## config.mk

```make
export PLATFORM = sky130hd
export DESIGN_NAME = mem_stage_async_load
export DESIGN_NICKNAME = d
export VERILOG_FILES = /design/src/rtl/mem_stage_async_load.sv
export SDC_FILE = /design/constraint.sdc
export NUM_CORES = 1
export LEC_CHECK = 0
export ABC_AREA = 0
export CAP_MARGIN = 10
export CORE_AREA = 4 4 139 141
export DETAILED_ROUTE_END_ITERATION = 10
export DIE_AREA = 0 0 143 145
export PLACE_DENSITY = 0.75
export REMOVE_ABC_BUFFERS = 1
export SLEW_MARGIN = 10
export SYNTH_ARGS = -nofsm -noshare
export SYNTH_HDL_FRONTEND = slang
export SYNTH_SLANG_ARGS = --single-unit
```

## constraint.sdc

```tcl
create_clock -name clk -period 2.11 [get_ports clk]
set_input_delay 0.422 -clock clk [delete_from_list [all_inputs] [get_ports clk]]
set_output_delay 0.422 -clock clk [all_outputs]
set_load 0.01 [all_outputs]
```

## src/rtl/mem_stage_async_load.sv

```systemverilog
// mem_stage_async_load: MEM pipeline stage for a split-transaction data SRAM.
// Holds one instruction between EX and WB, stalls a load until its response
// arrives, buffers the response under WB back-pressure, aligns/extends load
// data and silently drops responses that belong to flushed loads.
//
// Optional feature macro: MEM_RDATA_BYPASS_EN
//   defined   - an owned response can complete the load in the same cycle
//               (combinational rdata -> wdata/forwarding path)
//   undefined - every owned response is written to the buffer first; the load
//               leaves at least one cycle after data_ok
//
// Ports
//   clk, resetn                      clock, asynchronous active-low reset
//   ex_to_mem_*                      instruction fields from EX (valid, payload,
//                                    rf_we, rf_waddr, alu_result, ld_op, req_issued)
//   mem_allowin                      MEM accepts EX this cycle
//   ex_cancel_inflight               EX killed an instruction whose request was accepted
//   mem_flush                        kill the instruction held in MEM
//   data_sram_data_ok/rdata          SRAM response
//   wb_allowin                       WB accepts
//   mem_to_wb_*                      instruction handed to WB (valid, payload, rf_we,
//                                    rf_waddr, wdata)
//   mem_fwd_we, mem_fwd_blocked      register-file forwarding bundle
//   mem_idle                         no instruction held and no orphan outstanding
module mem_stage_async_load #(
    parameter int unsigned PAYLOAD_W = 70,
    parameter int unsigned MAX_OUTST = 2
) (
    input  logic                 clk,
    input  logic                 resetn,
    input  logic                 ex_to_mem_valid,
    output logic                 mem_allowin,
    input  logic [PAYLOAD_W-1:0] ex_to_mem_payload,
    input  logic                 ex_to_mem_rf_we,
    input  logic [4:0]           ex_to_mem_rf_waddr,
    input  logic [31:0]          ex_to_mem_alu_result,
    input  logic [2:0]           ex_to_mem_ld_op,
    input  logic                 ex_to_mem_req_issued,
    input  logic                 ex_cancel_inflight,
    input  logic                 mem_flush,
    input  logic                 data_sram_data_ok,
    input  logic [31:0]          data_sram_rdata,
    input  logic                 wb_allowin,
    output logic                 mem_to_wb_valid,
    output logic [PAYLOAD_W-1:0] mem_to_wb_payload,
    output logic                 mem_to_wb_rf_we,
    output logic [4:0]           mem_to_wb_rf_waddr,
    output logic [31:0]          mem_to_wb_wdata,
    output logic                 mem_fwd_we,
    output logic                 mem_fwd_blocked,
    output logic                 mem_idle
);

    localparam int unsigned CNT_W = $clog2(MAX_OUTST + 1);
    // One extra bit so the unsaturated +2 sum never wraps.
    localparam int unsigned SUM_W = CNT_W + 1;

    localparam logic [2:0] LD_B  = 3'b001;
    localparam logic [2:0] LD_BU = 3'b010;
    localparam logic [2:0] LD_H  = 3'b011;
    localparam logic [2:0] LD_HU = 3'b100;
    localparam logic [2:0] LD_W  = 3'b101;

    // Stage state
    logic                 mem_valid;
    logic                 buf_valid;
    logic [31:0]          buf_rdata;
    logic [CNT_W-1:0]     discard_cnt;
    logic [PAYLOAD_W-1:0] payload_q;
    logic                 rf_we_q;
    logic [4:0]           rf_waddr_q;
    logic [31:0]          alu_result_q;
    logic [2:0]           ld_op_q;
    logic                 req_issued_q;

    // Combinational control
    logic             is_load;
    logic             cnt_zero;
    logic             rsp_own;
    logic             rsp_drop;
    logic             ready_go;
    logic             leave;
    logic             flush_orphan;
    logic             capture;
    logic [SUM_W-1:0] cnt_sum;
    logic [CNT_W-1:0] cnt_next;
    logic [31:0]      load_raw;
    logic [31:0]      shifted;
    logic [31:0]      load_data;

    // Handshake and response ownership
    always_comb begin
        is_load         = (ld_op_q >= LD_B) && (ld_op_q <= LD_W) && req_issued_q;
        cnt_zero        = (discard_cnt == '0);
        rsp_own         = data_sram_data_ok & cnt_zero & mem_valid & is_load & ~buf_valid;
        rsp_drop        = data_sram_data_ok & ~cnt_zero;
`ifdef MEM_RDATA_BYPASS_EN
        ready_go        = ~is_load | buf_valid | rsp_own;
`else
        ready_go        = ~is_load | buf_valid;
`endif
        mem_allowin     = ~mem_valid | (ready_go & wb_allowin) | mem_flush;
        mem_to_wb_valid = mem_valid & ready_go & ~mem_flush;
        leave           = mem_to_wb_valid & wb_allowin;
        // A flushed load that has neither its response buffered nor arriving now
        // leaves a response in flight that must be discarded later.
        flush_orphan    = mem_flush & mem_valid & is_load & ~buf_valid & ~rsp_own;
        capture         = ex_to_mem_valid & mem_allowin & ~mem_flush;
    end

    // Discard counter next value, saturating at MAX_OUTST
    always_comb begin
        cnt_sum  = SUM_W'(discard_cnt) - SUM_W'(rsp_drop)
                 + SUM_W'(flush_orphan) + SUM_W'(ex_cancel_inflight);
        cnt_next = cnt_sum[CNT_W-1:0];
        if (cnt_sum > SUM_W'(MAX_OUTST)) begin
            cnt_next = CNT_W'(MAX_OUTST);
        end
    end

    // Load data selection and alignment/extension
    always_comb begin
`ifdef MEM_RDATA_BYPASS_EN
        load_raw = buf_valid ? buf_rdata : data_sram_rdata;
`else
        load_raw = buf_rdata;
`endif
        shifted   = load_raw >> {alu_result_q[1:0], 3'b000};
        load_data = shifted;
        case (ld_op_q)
            LD_B:    load_data = {{24{shifted[7]}}, shifted[7:0]};
            LD_BU:   load_data = {24'h0, shifted[7:0]};
            LD_H:    load_data = {{16{shifted[15]}}, shifted[15:0]};
            LD_HU:   load_data = {16'h0, shifted[15:0]};
            default: load_data = shifted;
        endcase
    end

    // WB and forwarding outputs
    always_comb begin
        mem_to_wb_payload  = payload_q;
        mem_to_wb_rf_we    = rf_we_q;
        mem_to_wb_rf_waddr = rf_waddr_q;
        mem_to_wb_wdata    = is_load ? load_data : alu_result_q;
        mem_fwd_we         = rf_we_q & mem_valid;
        mem_fwd_blocked    = mem_valid & is_load & ~ready_go;
        mem_idle           = ~mem_valid & cnt_zero;
    end

    // Stage valid and instruction fields
    always_ff @(posedge clk or negedge resetn) begin
        if (!resetn) begin
            mem_valid    <= 1'b0;
            payload_q    <= '0;
            rf_we_q      <= 1'b0;
            rf_waddr_q   <= '0;
            alu_result_q <= '0;
            ld_op_q      <= '0;
            req_issued_q <= 1'b0;
        end else begin
            if (mem_allowin) begin
                mem_valid <= ex_to_mem_valid & ~mem_flush;
            end
            if (capture) begin
                payload_q    <= ex_to_mem_payload;
                rf_we_q      <= ex_to_mem_rf_we;
                rf_waddr_q   <= ex_to_mem_rf_waddr;
                alu_result_q <= ex_to_mem_alu_result;
                ld_op_q      <= ex_to_mem_ld_op;
                req_issued_q <= ex_to_mem_req_issued;
            end
        end
    end

    // Response buffer
    always_ff @(posedge clk or negedge resetn) begin
        if (!resetn) begin
            buf_valid <= 1'b0;
            buf_rdata <= '0;
        end else begin
            if (leave || mem_flush) begin
                buf_valid <= 1'b0;
            end else if (rsp_own) begin
                buf_valid <= 1'b1;
            end
            if (rsp_own) begin
                buf_rdata <= data_sram_rdata;
            end
        end
    end

    // Orphaned-response counter
    always_ff @(posedge clk or negedge resetn) begin
        if (!resetn) begin
            discard_cnt <= '0;
        end else begin
            discard_cnt <= cnt_next;
        end
    end

`ifndef SYNTHESIS
    // More orphans than MAX_OUTST means the environment broke the protocol.
    always_ff @(posedge clk) begin
        if (resetn) begin
            assert (cnt_sum <= SUM_W'(MAX_OUTST))
                else $error("mem_stage_async_load: discard counter overflow");
        end
    end
`endif

endmodule

```

# == Word level (Yosys, flattened, before mapping) ==
# Index checks and enable logic that the tools add are counted.
# word_totals
wordCells,61
ff_bits,148
in_bits,151
out_inout_bits,113
# op_classes
reduce_logical,5
shifts,1
magnitude_cmp,3
n_bitwise,30
eq_ne,4
addsub,3
n_mux,5
# op_table
operator,count
$pmux 32 s4,1
$mux 32,1
$shr 32x5->32,1
$and 1x1->1,20
$not 1->1,7
$add 3x1->3,2
$eq 3x2->1 const B,2
$eq 3x1->1 const B,1
$eq 3x3->1 const B,1
$ge 3x1->1 const B,1
$gt 3x2->1 const B,1
$le 3x3->1 const B,1
$or 1x1->1,3
$sub 2x1->3,1
$logic_and 1x1->1,2
$logic_not 2->1,1
$mux 1,2
$mux 2,1
$reduce_bool 2->1,1
$logic_or 1x1->1,1

# == Logic depth before layout (Yosys ltp) ==
# Gate-level depths: netlist of the first run.
# depth
depth_word,11
mapped_depth,10
ltp_nobuf,9

# == Worst setup path before layout of the first run ==
# No wires, ideal clock.
# synth_timing
path_kind,flip-flop to flip-flop
startpoint,register ld_op_q[1]
endpoint,register discard_cnt[0]
path_buffers,1
t_arrival_ns,2.187
path_slack_ns,-0.192
path_stages_with_launch,11
t_required_ns,1.995
path_cell_list,dfrtp_1 buf_6 a21bo_4 nor3_2 and2_1 nand3_1 fa_1 fa_1 xnor2_1 nand2_1 nor2_1
# synth_via
elab_chain_cells,11
# synth_lines
element,line,source
start: declaration,73,logic [2:0] ld_op_q;
start signal: assignment,169,ld_op_q <= ex_to_mem_ld_op;
$ge 3x1->1 / $le 3x3->1 (equally long branches),93,is_load = (ld_op_q >= LD_B) && (ld_op_q <= LD_W) && req_issued_q;
$logic_and 1x1->1 * (2 in series),93,
$and 1x1->1 (2 in series),95,rsp_own = data_sram_data_ok & cnt_zero & mem_valid & is_load & ~buf_valid;
$not 1->1,107,flush_orphan = mem_flush & mem_valid & is_load & ~buf_valid & ~rsp_own;
$and 1x1->1 *,107,
$add 3x1->3 * (2 in series),114,+ SUM_W'(flush_orphan) + SUM_W'(ex_cancel_inflight);
$gt 3x2->1,116,if (cnt_sum > SUM_W'(MAX_OUTST)) begin
$mux 2 *,116,
net cnt_next[0],86,logic [CNT_W-1:0] cnt_next;
end signal: assignment,197,discard_cnt <= cnt_next;
end: declaration,68,logic [CNT_W-1:0] discard_cnt;
# Mark *: on every way through the listed nets, which the timed path passes. The rest lies on a longest branch.
# A chain may end at the register's enable or synchronous reset.

# == Worst setup path after layout of the first run ==
# layout_timing
startpoint,register ld_op_q[2]
endpoint,output port mem_to_wb_wdata[26]
# layout_via
elab_chain_cells,4
# layout_lines
element,line,source
$ge 3x1->1 / $le 3x3->1 (equally long branches),93,
$logic_and 1x1->1 (2 in series),93,
$mux 32 *,144,mem_to_wb_wdata = is_load ? load_data : alu_result_q;
end: declaration,48,"output logic [31:0] mem_to_wb_wdata,"
# Mark *: on every way between the ends. The rest lies on a longest branch, timed or not.

==> results of run 1 <==
## stage by stage
step	hold slack, ps	setup WS [ps]	util, %	cells	power, uW
after floorplan	126	-1920	-	454	6410
after global placement	369	-346	57.7	1014	8880
after detailed placement	373	-405	57.7	1014	9020
after CTS	496	-555	66.2	1088	12800
after global routing	502	-657	67.4	1093	13700
final	477	-632	67.4	1093	13100
## kinds of logic (layout without fill, tap and decap cells)
kind of cell / Yosys count / count (layout) / synth area share [%]
mux: 168 / 168 / 30.6
buf+inv: 35 / 415 / 4.62
simple gates: 70 / 70 / 5.22
xor+xnor: 2 / 2 / 0.246
flops: 148 / 148 / 52.0
compound gates: 58 / 58 / 6.57
fa+ha+maj: 3 / 3 / 0.738
## timing repair
action	4_1_cts	5_1_grt
endpoints found under the hold margin	39	0
endpoints found under the setup margin	150	181
hold buffers	1	0
gates resized for setup	294	63
setup buffers	35	15
pin swaps	34	23
cloned	7	4
## placed cells by master (no fill, tap or decap), drive strengths merged, types with 2 or more instances in the layout
| cell | count |
|---|---|
| a211oi | 6 |
| a21o | 2 |
| a21oi | 16 |
| and2 | 10 |
| buf | 146 |
| bufinv | 2 |
| clkbuf | 23 |
| clkdlybuf4s50 | 226 |
| clkinv | 3 |
| clkinvlp | 4 |
| dfrtp | 148 |
| fa | 2 |
| inv | 9 |
| mux2 | 153 |
| mux2i | 15 |
| nand2 | 19 |
| nand2b | 2 |
| nand3 | 3 |
| nand4 | 2 |
| nor2 | 14 |
| nor2b | 7 |
| nor3 | 4 |
| o21ai | 4 |
| o22a | 24 |
| or2 | 6 |
| xnor2 | 2 |
## where the power goes
| part | switching (uW) | internal [uW] |
|---|---|---|
| clock | 1270 | 1820 |
| sequential | 578 | 3620 |
| combinational | 2240 | 3540 |
## layout make-up
class	count	area (um^2)
clock buffers	19	453
clock inverters	13	148
fillers	1192	5850
inverters	5	18.8
flip-flops and latches	148	3710
repair buffers	378	3980
well taps	229	287
multi-input cells	301	3520
## worst max-delay path by stage
stage	endpoint	depth (start not counted)	slack (ps)
floorplan	alu_result_q[23]	4	-1920
global placement	discard_cnt[0]	8	-350
detailed placement	discard_cnt[0]	8	-400
CTS	mem_to_wb_wdata[26]	7	-560
global route	mem_to_wb_wdata[26]	9	-660
finish	mem_to_wb_wdata[26]	9	-630
## flip-flops by register name, summed over array words and instances, names as in the netlist
register,count
mem_to_wb_payload,70
alu_result_q,32
mem_valid,1
ld_op_q,3
buf_rdata,32
discard_cnt,2
mem_to_wb_rf_we,1
req_issued_q,1
buf_valid,1
mem_to_wb_rf_waddr,5
## cells in the mapped netlist
cell       instances
a31oi_1            1
a22oi_1            1
nand2_1           19
buf_6              5
nor3_1             2
o31ai_4            1
a21bo_4            1
buf_2              9
or2_2              6
nand2b_1           2
o21ai_0            4
fa_1               2
nor3_2             1
a21o_1             2
buf_8              1
or3_1              1
a211oi_1           5
a21oi_1           15
nor3b_1            1
and2_1            10
nand3_1            3
nand3b_1           1
o2111ai_2          1
buf_4              2
a21oi_4            1
clkbuf_1           5
mux2_4            81
nand4_1            1
o22a_1            24
ha_1               1
a211oi_2           1
nor3_4             1
nor2b_1            7
xnor2_1            2
inv_1              5
nand4_2            1
dfrtp_1          148
buf_12             8
mux2i_1           15
nor2_1            14
o221ai_2           1
mux2_2            72
## routing by layer
layer	wire length, um	up-vias
li1	-	2465
met1	9420	2718
met2	12000	277
met3	2390	44
met4	689	6
met5	52	-
## worst max-delay path: cells and delay by family (launching register included)
| family | cells | cell delay (ps) |
|---|---|---|
| compound gates | 3 | 640 |
| flops | 1 | 410 |
| buf+inv | 6 | 850 |
==> flow_metrics.env, run 1 <==
export IMPL_status="complete, but fails checks"
export IMPL_violations="negative setup slack"
export IMPL_timing_rr_end="discard_cnt[0]"
export IMPL_critPathSlowestCell="dfrtp_1"
export IMPL_synth_top_cell_by_area="dfrtp_1"
export IMPL_grt_max_degree=65
export IMPL_rr_startpoint="ld_op_q[2]"
export IMPL_ir_worst_vdd_mv=0.670
export IMPL_fmax_ghz=0.365
export IMPL_max_slew_worst_pin_slew_ps=428
export IMPL_dieArea_um2=20700
export IMPL_period_share_pct=130
export IMPL_min_period_ps=2740
export IMPL_finClkSkew_ps=13.3
export IMPL_grt_pass1_wl_mm=36.3
export IMPL_root_buffer="clkbuf_16"
export IMPL_hold_violations=0
export IMPL_clock_sinks=148
export IMPL_ctsLongestPathBuffers=2
export IMPL_slew_violations=0
export IMPL_wl_mm=24.5
export IMPL_cp_cell_sequence="buf_6, buf_4, buf_4, a31oi_2, o2111ai_4, buf_6, buf_6, o22a_1, buf_6"
export IMPL_dp_final_hpwl_mm=16.1
export IMPL_path_common_cell="buf_6"
export IMPL_use_met3_pct=9.18
export IMPL_fin_ws_ps=-632
export IMPL_drtIter0Drc=239
export IMPL_crit_required_ps=1690
export IMPL_yosys_cell_types_count=42
export IMPL_drv_cap=0
export IMPL_grtUsageMet2_pct=37.1
export IMPL_drt_pass1_iter_count=4
export IMPL_antenna_found_initial=3
export IMPL_drive_gt1_share_pct=43.6
export IMPL_max_stage_delay_ps=410
export IMPL_synth_cells=484
export IMPL_grt_pass1_vias=6257
export IMPL_cp_arrival_ps=2320
export IMPL_design_area_um2=12100
export IMPL_cts_buffers=17
export IMPL_vias=5510
export IMPL_groute_usage_overall_pct=22.7
export IMPL_num_antenna_cells=0
export IMPL_worst_r2r_setup_slack_ps=-410
export IMPL_grt_util_met1_pct=27.3
export IMPL_finalNetCount=1005
export IMPL_vias_per_cell=5.04
export IMPL_globalRouteOverflowTotal=0
export IMPL_ios=264
export IMPL_ant_nets=0
export IMPL_rsz0062_at_grt="true"
export IMPL_cts_tree="built"
export IMPL_holdCritPathClass="primary input to async pin"
export IMPL_clk_latency_ps=420
export IMPL_clk_pin_slew_ps=70
export IMPL_initial_core_util_pct=39.6
export IMPL_drc=0
export IMPL_p_per_area_nw_per_um2=1080
export IMPL_p_leak_uw=0.00552
export IMPL_die_h_um=145
export IMPL_drt_wirelength_per_cell_um=22.4
export IMPL_setup_viol=182
export IMPL_startpoint="ld_op_q[2]"
export IMPL_busiest_layer="met2"
export IMPL_relSlewSlack_pct=71.5
export IMPL_die_x_um=143
export IMPL_synthTopCellsByArea="dfrtp_1, mux2_4, mux2_2"
export IMPL_htreeDepth=4
export IMPL_synth_seq_cells=148
export IMPL_startpoint_type="flop"
export IMPL_ys_seq_area_share_pct=52.0
export IMPL_syn_area_per_cell_um2=14.7
export IMPL_netlist_area_um2=7120
export IMPL_portBuffers=263
export IMPL_setup_tns_ps=-50160
export IMPL_place_gp_congestion=0.856
export IMPL_r2r_cells=12
export IMPL_path_class="flop to primary output"
export IMPL_rows=49
export IMPL_yosysWarnings=0
export IMPL_coreArea_um2=18000
export IMPL_crit_path_max_fanout=6
export IMPL_placed_area_um2=10400
export IMPL_synth_top_area_share_pct=52.0
export IMPL_area_growth_pct=70.1
export IMPL_crit_path_end_kind="primary output"
(Power assumes the default switching activity.)
==> inputs of run 2 (changes only) <==
Settings changed: DONT_BUFFER_PORTS from default to 1, PLACE_DENSITY 0.75 to default, TNS_END_PERCENT from default to 100.
==> flow_metrics.env, run 2 (synthesis gave the netlist of run 1 again) <==
export IMPL_slew_violations=0
export IMPL_vias_per_cell=5.41
export IMPL_mostFrequentLayoutCells="dfrtp_1, mux2_4, mux2_2, buf_4, clkbuf_16"
export IMPL_p_per_area_nw_per_um2=1220
export IMPL_drc=0
export IMPL_die_h_um=145
export IMPL_path_class="flop to primary output"
export IMPL_layout_commonest_cell="dfrtp_1"
export IMPL_grt_max_degree=149
export IMPL_setup_tns_ps=-47710
export IMPL_period_share_pct=121
export IMPL_finalNetCount=714
export IMPL_cts_tree="built"
export IMPL_dpl_cell_count=721
export IMPL_rsz0062_at_grt="true"
export IMPL_groute_usage_overall_pct=17.9
export IMPL_clk_latency_ps=430
export IMPL_drv_cap=0
export IMPL_clock_sinks=148
export IMPL_ios=264
export IMPL_place_gp_congestion=0.809
export IMPL_dp_final_hpwl_mm=13.2
export IMPL_area_growth_pct=28.4
export IMPL_drive_gt1_share_pct=54.6
export IMPL_drtIter0Drc=200
export IMPL_max_slew_worst_pin_slew_ps=472
export IMPL_p_leak_uw=0.00416
export IMPL_whs_ps=-308
export IMPL_startpoint_type="flop"
export IMPL_power_uw=11100
export IMPL_drt_wirelength_per_cell_um=26.7
export IMPL_initial_core_util_pct=39.6
export IMPL_violations="negative hold slack, negative setup slack"
export IMPL_crit_required_ps=1690
export IMPL_rr_startpoint="ld_op_q[1]"
export IMPL_clk_pin_slew_ps=70
export IMPL_design_area_um2=9140
export IMPL_fmax_ghz=0.391
export IMPL_htreeDepth=4
export IMPL_rows=49
export IMPL_drt_pass1_iter_count=4
export IMPL_grt_pass1_wl_mm=28.4
export IMPL_worst_r2r_setup_slack_ps=-370
export IMPL_fill_cells=1481
export IMPL_vias=4339
export IMPL_finish_utilization_pct=50.9
export IMPL_grt_pass1_vias=4705
export IMPL_placed_area_um2=7430
export IMPL_ctsLongestPathBuffers=2
export IMPL_largest_reg_flops=70
export IMPL_crit_path_end_kind="primary output"
export IMPL_setup_viol=149
export IMPL_ant_nets=0
export IMPL_dieArea_um2=20700
export IMPL_crit_path_max_fanout=7
export IMPL_num_antenna_cells=0
export IMPL_relSlewSlack_pct=68.3
export IMPL_fin_ws_ps=-447
export IMPL_holdCritPathClass="primary input to async pin"
export IMPL_cts_buffers=17
export IMPL_antenna_found_initial=4
export IMPL_cp_arrival_ps=2130
export IMPL_portBuffers=0
export IMPL_timing_rr_end="ld_op_q[2]"
export IMPL_globalRouteOverflowTotal=0
export IMPL_min_period_ps=2560
export IMPL_coreArea_um2=18000
export IMPL_fin_cells=802
export IMPL_finClkSkew_ps=9.25
export IMPL_die_x_um=143
export IMPL_hold_violations=148
export IMPL_r2r_cells=12
export IMPL_ir_worst_vdd_mv=0.573
export IMPL_root_buffer="clkbuf_16"
export IMPL_wl_mm=21.4
export IMPL_status="complete, but fails checks"
## run 2: cell types whose count changed in the layout (fill, tap and decap cells not counted), moves of 3 or more
cell	before	now
buf_12	19	8
a21oi_2	1	4
buf_2	24	0
clkbuf_16	21	28
buf_6	47	23
mux2_2	3	35
a21oi_1	13	10
buf_4	38	32
mux2_4	150	118
buf_8	17	10
clkdlybuf4s50_1	226	0
## run 2: how the worst max path moves through the flow
stage	slack [ps]	cells after the start	from	end
after global placement	-130	6	alu_result_q[1]	mem_to_wb_wdata[28]
after global routing	-510	6	alu_result_q[1]	mem_to_wb_wdata[26]
after floorplan	-1920	4	ld_op_q[0]	alu_result_q[23]
after CTS	-420	6	ld_op_q[1]	mem_to_wb_wdata[27]
after detailed placement	-140	6	alu_result_q[1]	mem_to_wb_wdata[28]
final	-450	6	alu_result_q[1]	mem_to_wb_wdata[26]
## run 2: layout make-up
cell class                      count  area [um^2]  area share [%]
Inverter                            5         18.8           0.205
Sequential cell                   148         3710            40.5
Multi-Input combinational cell    301         3390            37.1
Clock buffer                       17          425            4.65
Tap cell                          229          287            3.13
Timing Repair Buffer               87         1170            12.8
Clock inverter                     15          145            1.59
## run 2: per-layer routing
| layer | track usage (%) | up-vias | wire, um |
|---|---|---|---|
| li1 | - | 1882 | - |
| met1 | 21.6 | 2189 | 8730 |
| met2 | 29.3 | 234 | 10200 |
| met3 | 7.96 | 26 | 2170 |
| met4 | 4.80 | 8 | 242 |
| met5 | 0 | - | 56 |
## run 2: repair_timing
| item | CTS | global route |
|---|---|---|
| pin swaps | 30 | 22 |
| setup endpoints to repair | 36 | 149 |
| resized for setup | 46 | 86 |
| cloned | 1 | 16 |
| endpoints found under the hold margin | 148 | 148 |
| buffers inserted | 15 | 19 |
## run 2: critical path, cell delays in order, from the launching register on
cell and delay, ps:
dfrtp_2 450, mux2_4 350, o221ai_4 220, o2111ai_2 140, buf_4 180, buf_6 130, o22a_1 230
## run 2: where the power goes
group | leakage, uW | switching, uW | internal (uW)
combinational | 0.00211 | 1590 | 2150
clock | 0.000277 | 1310 | 1650
sequential | 0.00178 | 795 | 3620
## run 2: through the flow
step	worst slack (ps)	hold slack, ps
floorplan	-1920	126
global placement	-125	130
detailed placement	-139	130
CTS	-421	-327
global route	-509	-331
finish	-447	-308
==> inputs of run 3 (changes only) <==
Settings changed: ABC_CLOCK_PERIOD_IN_PS from default to 2110.
==> results of run 3 <==
No change in the layout: final DEF, timing and power equal those of run 2.
